`src/rtl/ascon_host_ctrl.sv`:
```
// ascon_host_ctrl
// Hardware initiator for ascon_top. It latches key/nonce/AD on an accepted
// go_i and starts the core. It then feeds one AD block and NB_PT plaintext
// blocks, pacing each step on the core's end flags. Each ciphertext block and
// the final tag are returned to the host.
//
// Configuration macro: ASCON_HOST_TIMEOUT_EN
//   defined   : watchdog on W_INIT/W_AD/W_CT; expiry after TIMEOUT cycles -> ERR
//   undefined : no watchdog, waits forever, error_o tied 0
//
// Ports
//   clock_i, reset_i          clock (rising edge), async active-high reset
//   go_i                      begin message (ignored while busy_o)
//   key_i/nonce_i/ad_i        message inputs, sampled on accepted go_i
//   pt_valid_i/pt_i/pt_ready_o host plaintext stream
//   ct_valid_o/ct_o           ciphertext block out (1-cycle pulse, value held)
//   tag_valid_o/tag_o         tag out (pulse together with done_o)
//   busy_o/done_o/error_o     status
//   start_o/key_o/nonce_o/data_o/data_valid_o   towards core
//   end_init_i/end_associated_i/end_cipher_i/end_i/cipher_valid_i/cipher_i/tag_i  from core
//
// States
//   IDLE   | waiting for go_i
//   START  | start_o pulse to core
//   W_INIT | waiting for end_init_i
//   S_AD   | data_valid_o pulse with AD block
//   W_AD   | waiting for end_associated_i
//   W_PT   | pt_ready_o high, waiting for host plaintext
//   S_PT   | data_valid_o pulse with plaintext block
//   W_CT   | waiting for end_cipher_i (or end_i on the last block)
//   DONE   | done_o / tag_valid_o pulse
//   ERR    | watchdog fired, waiting for go_i
module ascon_host_ctrl #(
  parameter int NB_PT   = 3,
  parameter int TIMEOUT = 64
) (
  input  logic         clock_i,
  input  logic         reset_i,
  input  logic         go_i,
  input  logic [127:0] key_i,
  input  logic [127:0] nonce_i,
  input  logic [127:0] ad_i,
  input  logic         pt_valid_i,
  input  logic [127:0] pt_i,
  output logic         pt_ready_o,
  output logic         ct_valid_o,
  output logic [127:0] ct_o,
  output logic         tag_valid_o,
  output logic [127:0] tag_o,
  output logic         busy_o,
  output logic         done_o,
  output logic         error_o,
  output logic         start_o,
  output logic [127:0] key_o,
  output logic [127:0] nonce_o,
  output logic [127:0] data_o,
  output logic         data_valid_o,
  input  logic         end_init_i,
  input  logic         end_associated_i,
  input  logic         end_cipher_i,
  input  logic         end_i,
  input  logic         cipher_valid_i,
  input  logic [127:0] cipher_i,
  input  logic [127:0] tag_i
);

  localparam int CW = $clog2(NB_PT) + 1;

  typedef enum logic [3:0] {
    IDLE, START, W_INIT, S_AD, W_AD, W_PT, S_PT, W_CT, DONE, ERR
  } state_t;

  state_t          state, state_nxt;
  logic [CW-1:0]   blk_cnt;
  logic [127:0]    ad_q;
  logic            accept;
  logic            last_blk;

  assign accept   = go_i && (state == IDLE || state == ERR);
  assign last_blk = (blk_cnt == CW'(NB_PT - 1));

`ifdef ASCON_HOST_TIMEOUT_EN
  localparam int TW = $clog2(TIMEOUT + 1);
  logic [TW-1:0] tmo_cnt;
  logic          tmo_wait;
  assign tmo_wait = (state == W_INIT) || (state == W_AD) || (state == W_CT);
`endif

  always_ff @(posedge clock_i or posedge reset_i) begin
    if (reset_i) state <= IDLE;
    else         state <= state_nxt;
  end

  always_comb begin
    state_nxt    = state;
    start_o      = 1'b0;
    data_valid_o = 1'b0;
    pt_ready_o   = 1'b0;
    done_o       = 1'b0;
    tag_valid_o  = 1'b0;
    busy_o       = 1'b1;
    case (state)
      IDLE: begin
        busy_o = 1'b0;
        if (go_i) state_nxt = START;
      end
      START: begin
        start_o   = 1'b1;
        state_nxt = W_INIT;
      end
      W_INIT: if (end_init_i) state_nxt = S_AD;
      S_AD: begin
        data_valid_o = 1'b1;
        state_nxt    = W_AD;
      end
      W_AD: if (end_associated_i) state_nxt = W_PT;
      W_PT: begin
        pt_ready_o = 1'b1;
        if (pt_valid_i) state_nxt = S_PT;
      end
      S_PT: begin
        data_valid_o = 1'b1;
        state_nxt    = W_CT;
      end
      W_CT: begin
        // The last block completes only on end_i; end_cipher_i alone is not enough.
        if (last_blk) begin
          if (end_i) state_nxt = DONE;
        end else if (end_cipher_i) begin
          state_nxt = W_PT;
        end
      end
      DONE: begin
        done_o      = 1'b1;
        tag_valid_o = 1'b1;
        state_nxt   = IDLE;
      end
      ERR: begin
        busy_o = 1'b0;
        if (go_i) state_nxt = START;
      end
      default: state_nxt = IDLE;
    endcase
`ifdef ASCON_HOST_TIMEOUT_EN
    if (tmo_wait && tmo_cnt == '0 && state_nxt == state) state_nxt = ERR;
`endif
  end

  always_ff @(posedge clock_i or posedge reset_i) begin
    if (reset_i) begin
      key_o      <= '0;
      nonce_o    <= '0;
      ad_q       <= '0;
      data_o     <= '0;
      ct_o       <= '0;
      tag_o      <= '0;
      ct_valid_o <= 1'b0;
      blk_cnt    <= '0;
    end else begin
      ct_valid_o <= 1'b0;
      if (accept) begin
        key_o   <= key_i;
        nonce_o <= nonce_i;
        ad_q    <= ad_i;
        tag_o   <= '0;
        blk_cnt <= '0;
      end
      if (state == W_INIT && end_init_i) data_o <= ad_q;
      if (state == W_PT && pt_valid_i)   data_o <= pt_i;
      if (state == W_CT) begin
        // cipher_valid_i is not qualified here: the block is captured on the end flag regardless.
        if (last_blk) begin
          if (end_i) begin
            ct_o       <= cipher_i;
            tag_o      <= tag_i;
            ct_valid_o <= 1'b1;
          end
        end else if (end_cipher_i) begin
          ct_o       <= cipher_i;
          ct_valid_o <= 1'b1;
          blk_cnt    <= blk_cnt + 1'b1;
        end
      end
    end
  end

`ifdef ASCON_HOST_TIMEOUT_EN
  // Down-counter reloaded on every state change; expiry is the zero compare above.
  always_ff @(posedge clock_i or posedge reset_i) begin
    if (reset_i) begin
      tmo_cnt <= '0;
      error_o <= 1'b0;
    end else begin
      if (state_nxt != state)             tmo_cnt <= TW'(TIMEOUT - 1);
      else if (tmo_wait && tmo_cnt != '0) tmo_cnt <= tmo_cnt - 1'b1;
      if (accept)                                  error_o <= 1'b0;
      else if (state_nxt == ERR && state != ERR)   error_o <= 1'b1;
    end
  end
`else
  assign error_o = 1'b0;
`endif

endmodule

```
`config.mk`:
```
export PLATFORM = sky130hd
export DESIGN_NAME = ascon_host_ctrl
export DESIGN_NICKNAME = d
export VERILOG_FILES = /design/src/rtl/ascon_host_ctrl.sv
export SDC_FILE = /design/constraint.sdc
export NUM_CORES = 2
export LEC_CHECK = 0
export ABC_AREA = 1
export BUFFER_PORTS_ARGS = -buffer_cell sky130_fd_sc_hd__buf_2
export CELL_PAD_IN_SITES_DETAIL_PLACEMENT = 1
export CELL_PAD_IN_SITES_GLOBAL_PLACEMENT = 1
export CORE_AREA = 4 4 556 558
export DETAILED_ROUTE_END_ITERATION = 7
export DIE_AREA = 0 0 560 562
export PLACE_DENSITY = 0.31
export SYNTH_ARGS = -nofsm -noshare
export SYNTH_HDL_FRONTEND = slang
export SYNTH_SLANG_ARGS = --single-unit
```
`constraint.sdc`:
```
create_clock -name clock_i -period 26.1 [get_ports clock_i]
set_clock_uncertainty 0.2 [all_clocks]
set_input_delay 3.915 -clock clock_i [delete_from_list [all_inputs] [get_ports clock_i]]
set_output_delay 3.915 -clock clock_i [all_outputs]
set_load 0.02 [all_outputs]
```
==> impl_metrics.prom <==
# TYPE chip_impl_metric gauge
chip_impl_metric{name="synth-edff-count",unit=""} 0
chip_impl_metric{name="clock_tree.buffer_depth",unit=""} 4
chip_impl_info{name="grt_setup_unrepaired",value="no"} 1
chip_impl_metric{name="wirelength",unit="mm"} 215.8
chip_impl_metric{name="hold_buffers",unit=""} 0
chip_impl_metric{name="die-area",unit="sq um"} 314700
chip_impl_metric{name="postLayoutSetupSlackWorst",unit="ns"} 18.54
chip_impl_info{name="timing.hold.worst.start",value="nonce_o[124]$_DFFE_PP0P_"} 1
chip_impl_metric{name="grt_use_met1",unit=""} 0.1476
chip_impl_info{name="status",value="finished clean"} 1
chip_impl_info{name="critical_path_class",value="input pin to asynchronous set/reset pin"} 1
chip_impl_metric{name="cts-buffers-inserted",unit=""} 118
chip_impl_metric{name="detail_route.drc_violations",unit=""} 0
chip_impl_metric{name="tightestPinTransition",unit="ns"} 1.125
chip_impl_metric{name="cts_num_sinks",unit=""} 776
chip_impl_metric{name="route.detailed.wl_per_inst",unit="um"} 23.99
chip_impl_metric{name="antenna_found_initial",unit=""} 215
chip_impl_metric{name="cts.reportedPaths.clkPinSlew",unit="ns"} 0.06
chip_impl_metric{name="hold_viol",unit=""} 0
chip_impl_metric{name="dp.final_hpwl",unit="mm"} 165.6
chip_impl_metric{name="drv_slew",unit=""} 0
chip_impl_metric{name="vdd_ir_drop_max",unit="mV"} 0.05537
chip_impl_metric{name="yosys_warnings",unit=""} 0
chip_impl_metric{name="core-area",unit="sq um"} 304500
chip_impl_metric{name="grt.overflow.total",unit=""} 0
chip_impl_metric{name="critical_path.max_fanout",unit=""} 125
chip_impl_metric{name="synth_async_sr_flop_share",unit=""} 1.000
chip_impl_metric{name="finalPower",unit="mW"} 5.747
chip_impl_metric{name="power.net_switching",unit="mW"} 2.509
chip_impl_metric{name="cts.htree.levels",unit=""} 3
chip_impl_metric{name="timing.setup.tns",unit="ns"} 0
chip_impl_metric{name="dr_total_vias",unit=""} 31100
chip_impl_metric{name="number_of_library_cell_types_mapped_by_synthesis",unit=""} 26
chip_impl_metric{name="switching_share",unit=""} 0.4366
chip_impl_metric{name="grt_max_degree",unit=""} 157
chip_impl_info{name="synth_most_common_cell",value="sky130_fd_sc_hd__nand2_1"} 1
chip_impl_metric{name="globalRouteMet3Util",unit=""} 0.06378
chip_impl_metric{name="synth_fp_nets",unit=""} 4329
chip_impl_info{name="setup.worst_path.start",value="reset_i"} 1
chip_impl_metric{name="p_per_area",unit="nW/um^2"} 123.5
chip_impl_metric{name="design.portCount",unit=""} 1425
chip_impl_metric{name="drv_cap",unit=""} 0
chip_impl_info{name="critical_path.reg2reg.startpoint",value="state[0]$_DFFE_PP0P_"} 1
chip_impl_metric{name="internal_pwr_total",unit="mW"} 3.238
chip_impl_metric{name="power_frac_clock",unit=""} 0.281
chip_impl_metric{name="io_buffers",unit=""} 1422
chip_impl_metric{name="place_ws",unit="ns"} 17.39
chip_impl_info{name="synth.top_cells.by_count",value="sky130_fd_sc_hd__nand2_1 (1,430), sky130_fd_sc_hd__dfrtp_1 (776), sky130_fd_sc_hd__nand3_1 (776)"} 1
chip_impl_metric{name="setup_viol",unit=""} 0
chip_impl_metric{name="max_slew_margin",unit=""} 0.2498
chip_impl_metric{name="die-width",unit="um"} 560
chip_impl_metric{name="die_height",unit="um"} 562
chip_impl_metric{name="final_core_utilization",unit=""} 0.1528
chip_impl_metric{name="register_area",unit="sq um"} 19420
chip_impl_metric{name="clkLatencyLatePin",unit="ns"} 0.86
chip_impl_metric{name="per_instance_average_area_after_synthesis",unit="sq um"} 8.845
chip_impl_metric{name="mappedNetlistArea",unit="sq um"} 31400
chip_impl_metric{name="grt_pass1_wl",unit="mm"} 292.9
chip_impl_metric{name="synthCells",unit=""} 3550
chip_impl_info{name="yosys-top-cells-area",value="sky130_fd_sc_hd__dfrtp_1 (62%), sky130_fd_sc_hd__nand2_1 (17%), sky130_fd_sc_hd__nand3_1 (12%)"} 1
chip_impl_metric{name="final_nets",unit=""} 5658
chip_impl_info{name="setup.worst_path.end_class",value="asynchronous set/reset pin"} 1
chip_impl_metric{name="min_period_over_period",unit=""} 0.2897
chip_impl_metric{name="max_freq",unit="GHz"} 0.1323
chip_impl_metric{name="ctsResizeCount",unit=""} 0
chip_impl_info{name="hold_path_class",value="flip-flop to flip-flop"} 1
chip_impl_info{name="clock_tree_from_tritoncts",value="yes"} 1
chip_impl_metric{name="synth_seq_area_share",unit=""} 0.6184
chip_impl_metric{name="period_minus_slack",unit="ns"} 7.561
chip_impl_metric{name="fillers",unit=""} 36240
chip_impl_metric{name="dr.first_iter.drc_count",unit=""} 1542
chip_impl_metric{name="yosys_register_bits",unit=""} 776
chip_impl_metric{name="rows",unit=""} 203
chip_impl_metric{name="flow.area_growth_from_synthesis",unit="%"} 48.23
chip_impl_metric{name="post-cts-setup-buffers",unit=""} 0
chip_impl_metric{name="arrival",unit="ns"} 8.19
chip_impl_metric{name="avgViaCountPerCell",unit=""} 3.458
chip_impl_info{name="yosys.area.top_type",value="sky130_fd_sc_hd__dfrtp_1"} 1
chip_impl_metric{name="netlist.area_leader.share",unit=""} 0.6184
chip_impl_metric{name="initial_core_utilization",unit=""} 0.1031
chip_impl_metric{name="multiInputGateArea",unit="sq um"} 10150
chip_impl_info{name="dominantRegCellSynth",value="sky130_fd_sc_hd__dfrtp_1"} 1
chip_impl_metric{name="gp_routability_congestion",unit=""} 0.8066
chip_impl_metric{name="cellLeakagePower",unit="nW"} 24.77
chip_impl_metric{name="antenna_left",unit=""} 0
chip_impl_metric{name="groute.layer.met2.usage",unit=""} 0.2273
chip_impl_info{name="root_buffer",value="sky130_fd_sc_hd__clkbuf_16"} 1
chip_impl_metric{name="power.combinational.fraction",unit=""} 0.379
chip_impl_info{name="gr-max-usage-layer",value="met2"} 1
chip_impl_metric{name="firstDrtPassIters",unit=""} 5
chip_impl_metric{name="final_layout_size_suffix_gt1_frac",unit=""} 0.3343
chip_impl_info{name="startpoint_type",value="input pin"} 1
chip_impl_metric{name="seqPwrFrac",unit=""} 0.340
chip_impl_metric{name="critical_path_required",unit="ns"} 26.73
chip_impl_metric{name="grt_use_total",unit=""} 0.1320
chip_impl_metric{name="via_count_of_the_first_global_routing_pass",unit=""} 33080
-- critical path: stages --
cell,delay [ns]
sky130_fd_sc_hd__buf_2,0.13
sky130_fd_sc_hd__inv_8,0.49
sky130_fd_sc_hd__buf_4,0.78
sky130_fd_sc_hd__buf_4,0.64
sky130_fd_sc_hd__buf_4,0.52
sky130_fd_sc_hd__buf_4,0.64
sky130_fd_sc_hd__buf_12,0.47
-- area by class of cell --
| class | instances | share of cell area |
|---|---|---|
| inverters | 149 | 0.01250 |
| well taps | 3997 | 0.1074 |
| clock inverters | 31 | 0.007258 |
| flip-flops and latches | 776 | 0.4172 |
| clock buffers | 179 | 0.07459 |
| repair buffers | 1465 | 0.1614 |
| multi-input cells | 2369 | 0.2182 |
| diodes | 27 | 0.001452 |
-- cell families (layout without fill, tap and decap cells) --
logic type,after synthesis,count (layout),synth area share
flip-flops,776,776,0.6184
AO/OA/AOI/OAI,139,139,0.02263
adder cells (fa/ha/maj),2,2,0.0007968
other,1,28,0.0001194
AND/OR/NAND/NOR,2226,2226,0.2984
XOR/XNOR,1,1,0.0002790
buffers and inverters,405,1824,0.05933
-- final timing paths --
path | depth (start not counted) | slack, ns | end
min in group asynchronous | 2 | 2.97 | tag_o[96]$_DFF_PP0_
max reg2reg | 10 | 21.50 | nonce_o[5]$_DFFE_PP0P_
min reg2reg | 2 | 0.26 | nonce_o[124]$_DFFE_PP0P_
min | 2 | 0.26 | nonce_o[124]$_DFFE_PP0P_
max in group clock_i | 7 | 19.41 | nonce_o[5]$_DFFE_PP0P_
max | 7 | 18.54 | data_o[47]$_DFFE_PP0P_
-- power by group through the flow --
stage          combinational (mW)  clock (mW)  sequential [mW]
2_1_floorplan               0.734           0             2.42
3_3_place_gp                 2.27           0             1.96
3_5_place_dp                 2.28           0             1.97
4_1_cts                      2.28        1.70             1.96
5_1_grt                      2.41        1.75             2.02
6_report                     2.18        1.62             1.95
-- stage by stage --
| step | hold WS (ns) | instance area [sq um] | std cells |
|---|---|---|---|
| 2_1_floorplan | 0.2427 | 31400 | 3550 |
| 3_3_place_gp | 0.2495 | 42670 | 8756 |
| 3_5_place_dp | 0.2547 | 42670 | 8756 |
| 4_1_cts | 0.2696 | 46480 | 8966 |
| 5_1_grt | 0.2757 | 46490 | 8970 |
| 6_report | 0.2636 | 46550 | 8993 |
-- flip-flops by register name, summed over array words and instances (netlist names) --
name,flops
blk_cnt,3
state,4
nonce_o,128
tag_o,128
data_o,128
ct_valid_o,1
key_o,128
ct_o,128
ad_q,128
-- metal layers --
metal	share of wire	wire, um	up-vias
li1	-	-	14070
met4	0.025	5404	170
met1	0.39	83240	15110
met3	0.10	22480	503
met2	0.48	103600	1252
met5	0.0049	1065	-
-- layout by cell type (no fill, tap or decap), types with 2 or more instances in the layout --
cell and instances:
sky130_fd_sc_hd__inv_1 142, sky130_fd_sc_hd__nand2_1 1428, sky130_fd_sc_hd__clkinv_2 21, sky130_fd_sc_hd__clkbuf_8 29
sky130_fd_sc_hd__dfrtp_1 776, sky130_fd_sc_hd__diode_2 27, sky130_fd_sc_hd__nor2_2 2, sky130_fd_sc_hd__inv_4 2
sky130_fd_sc_hd__o21bai_1 4, sky130_fd_sc_hd__inv_6 3, sky130_fd_sc_hd__nand3_1 776, sky130_fd_sc_hd__buf_4 38
sky130_fd_sc_hd__ha_1 2, sky130_fd_sc_hd__buf_12 5, sky130_fd_sc_hd__nand2_2 2, sky130_fd_sc_hd__clkbuf_1 32
sky130_fd_sc_hd__nor2_1 8, sky130_fd_sc_hd__buf_2 1421, sky130_fd_sc_hd__bufinv_16 5, sky130_fd_sc_hd__o211ai_1 2
sky130_fd_sc_hd__clkbuf_16 118, sky130_fd_sc_hd__o21ai_0 132, sky130_fd_sc_hd__inv_2 2, sky130_fd_sc_hd__nand2_4 2
(Power assumes the default switching activity.)
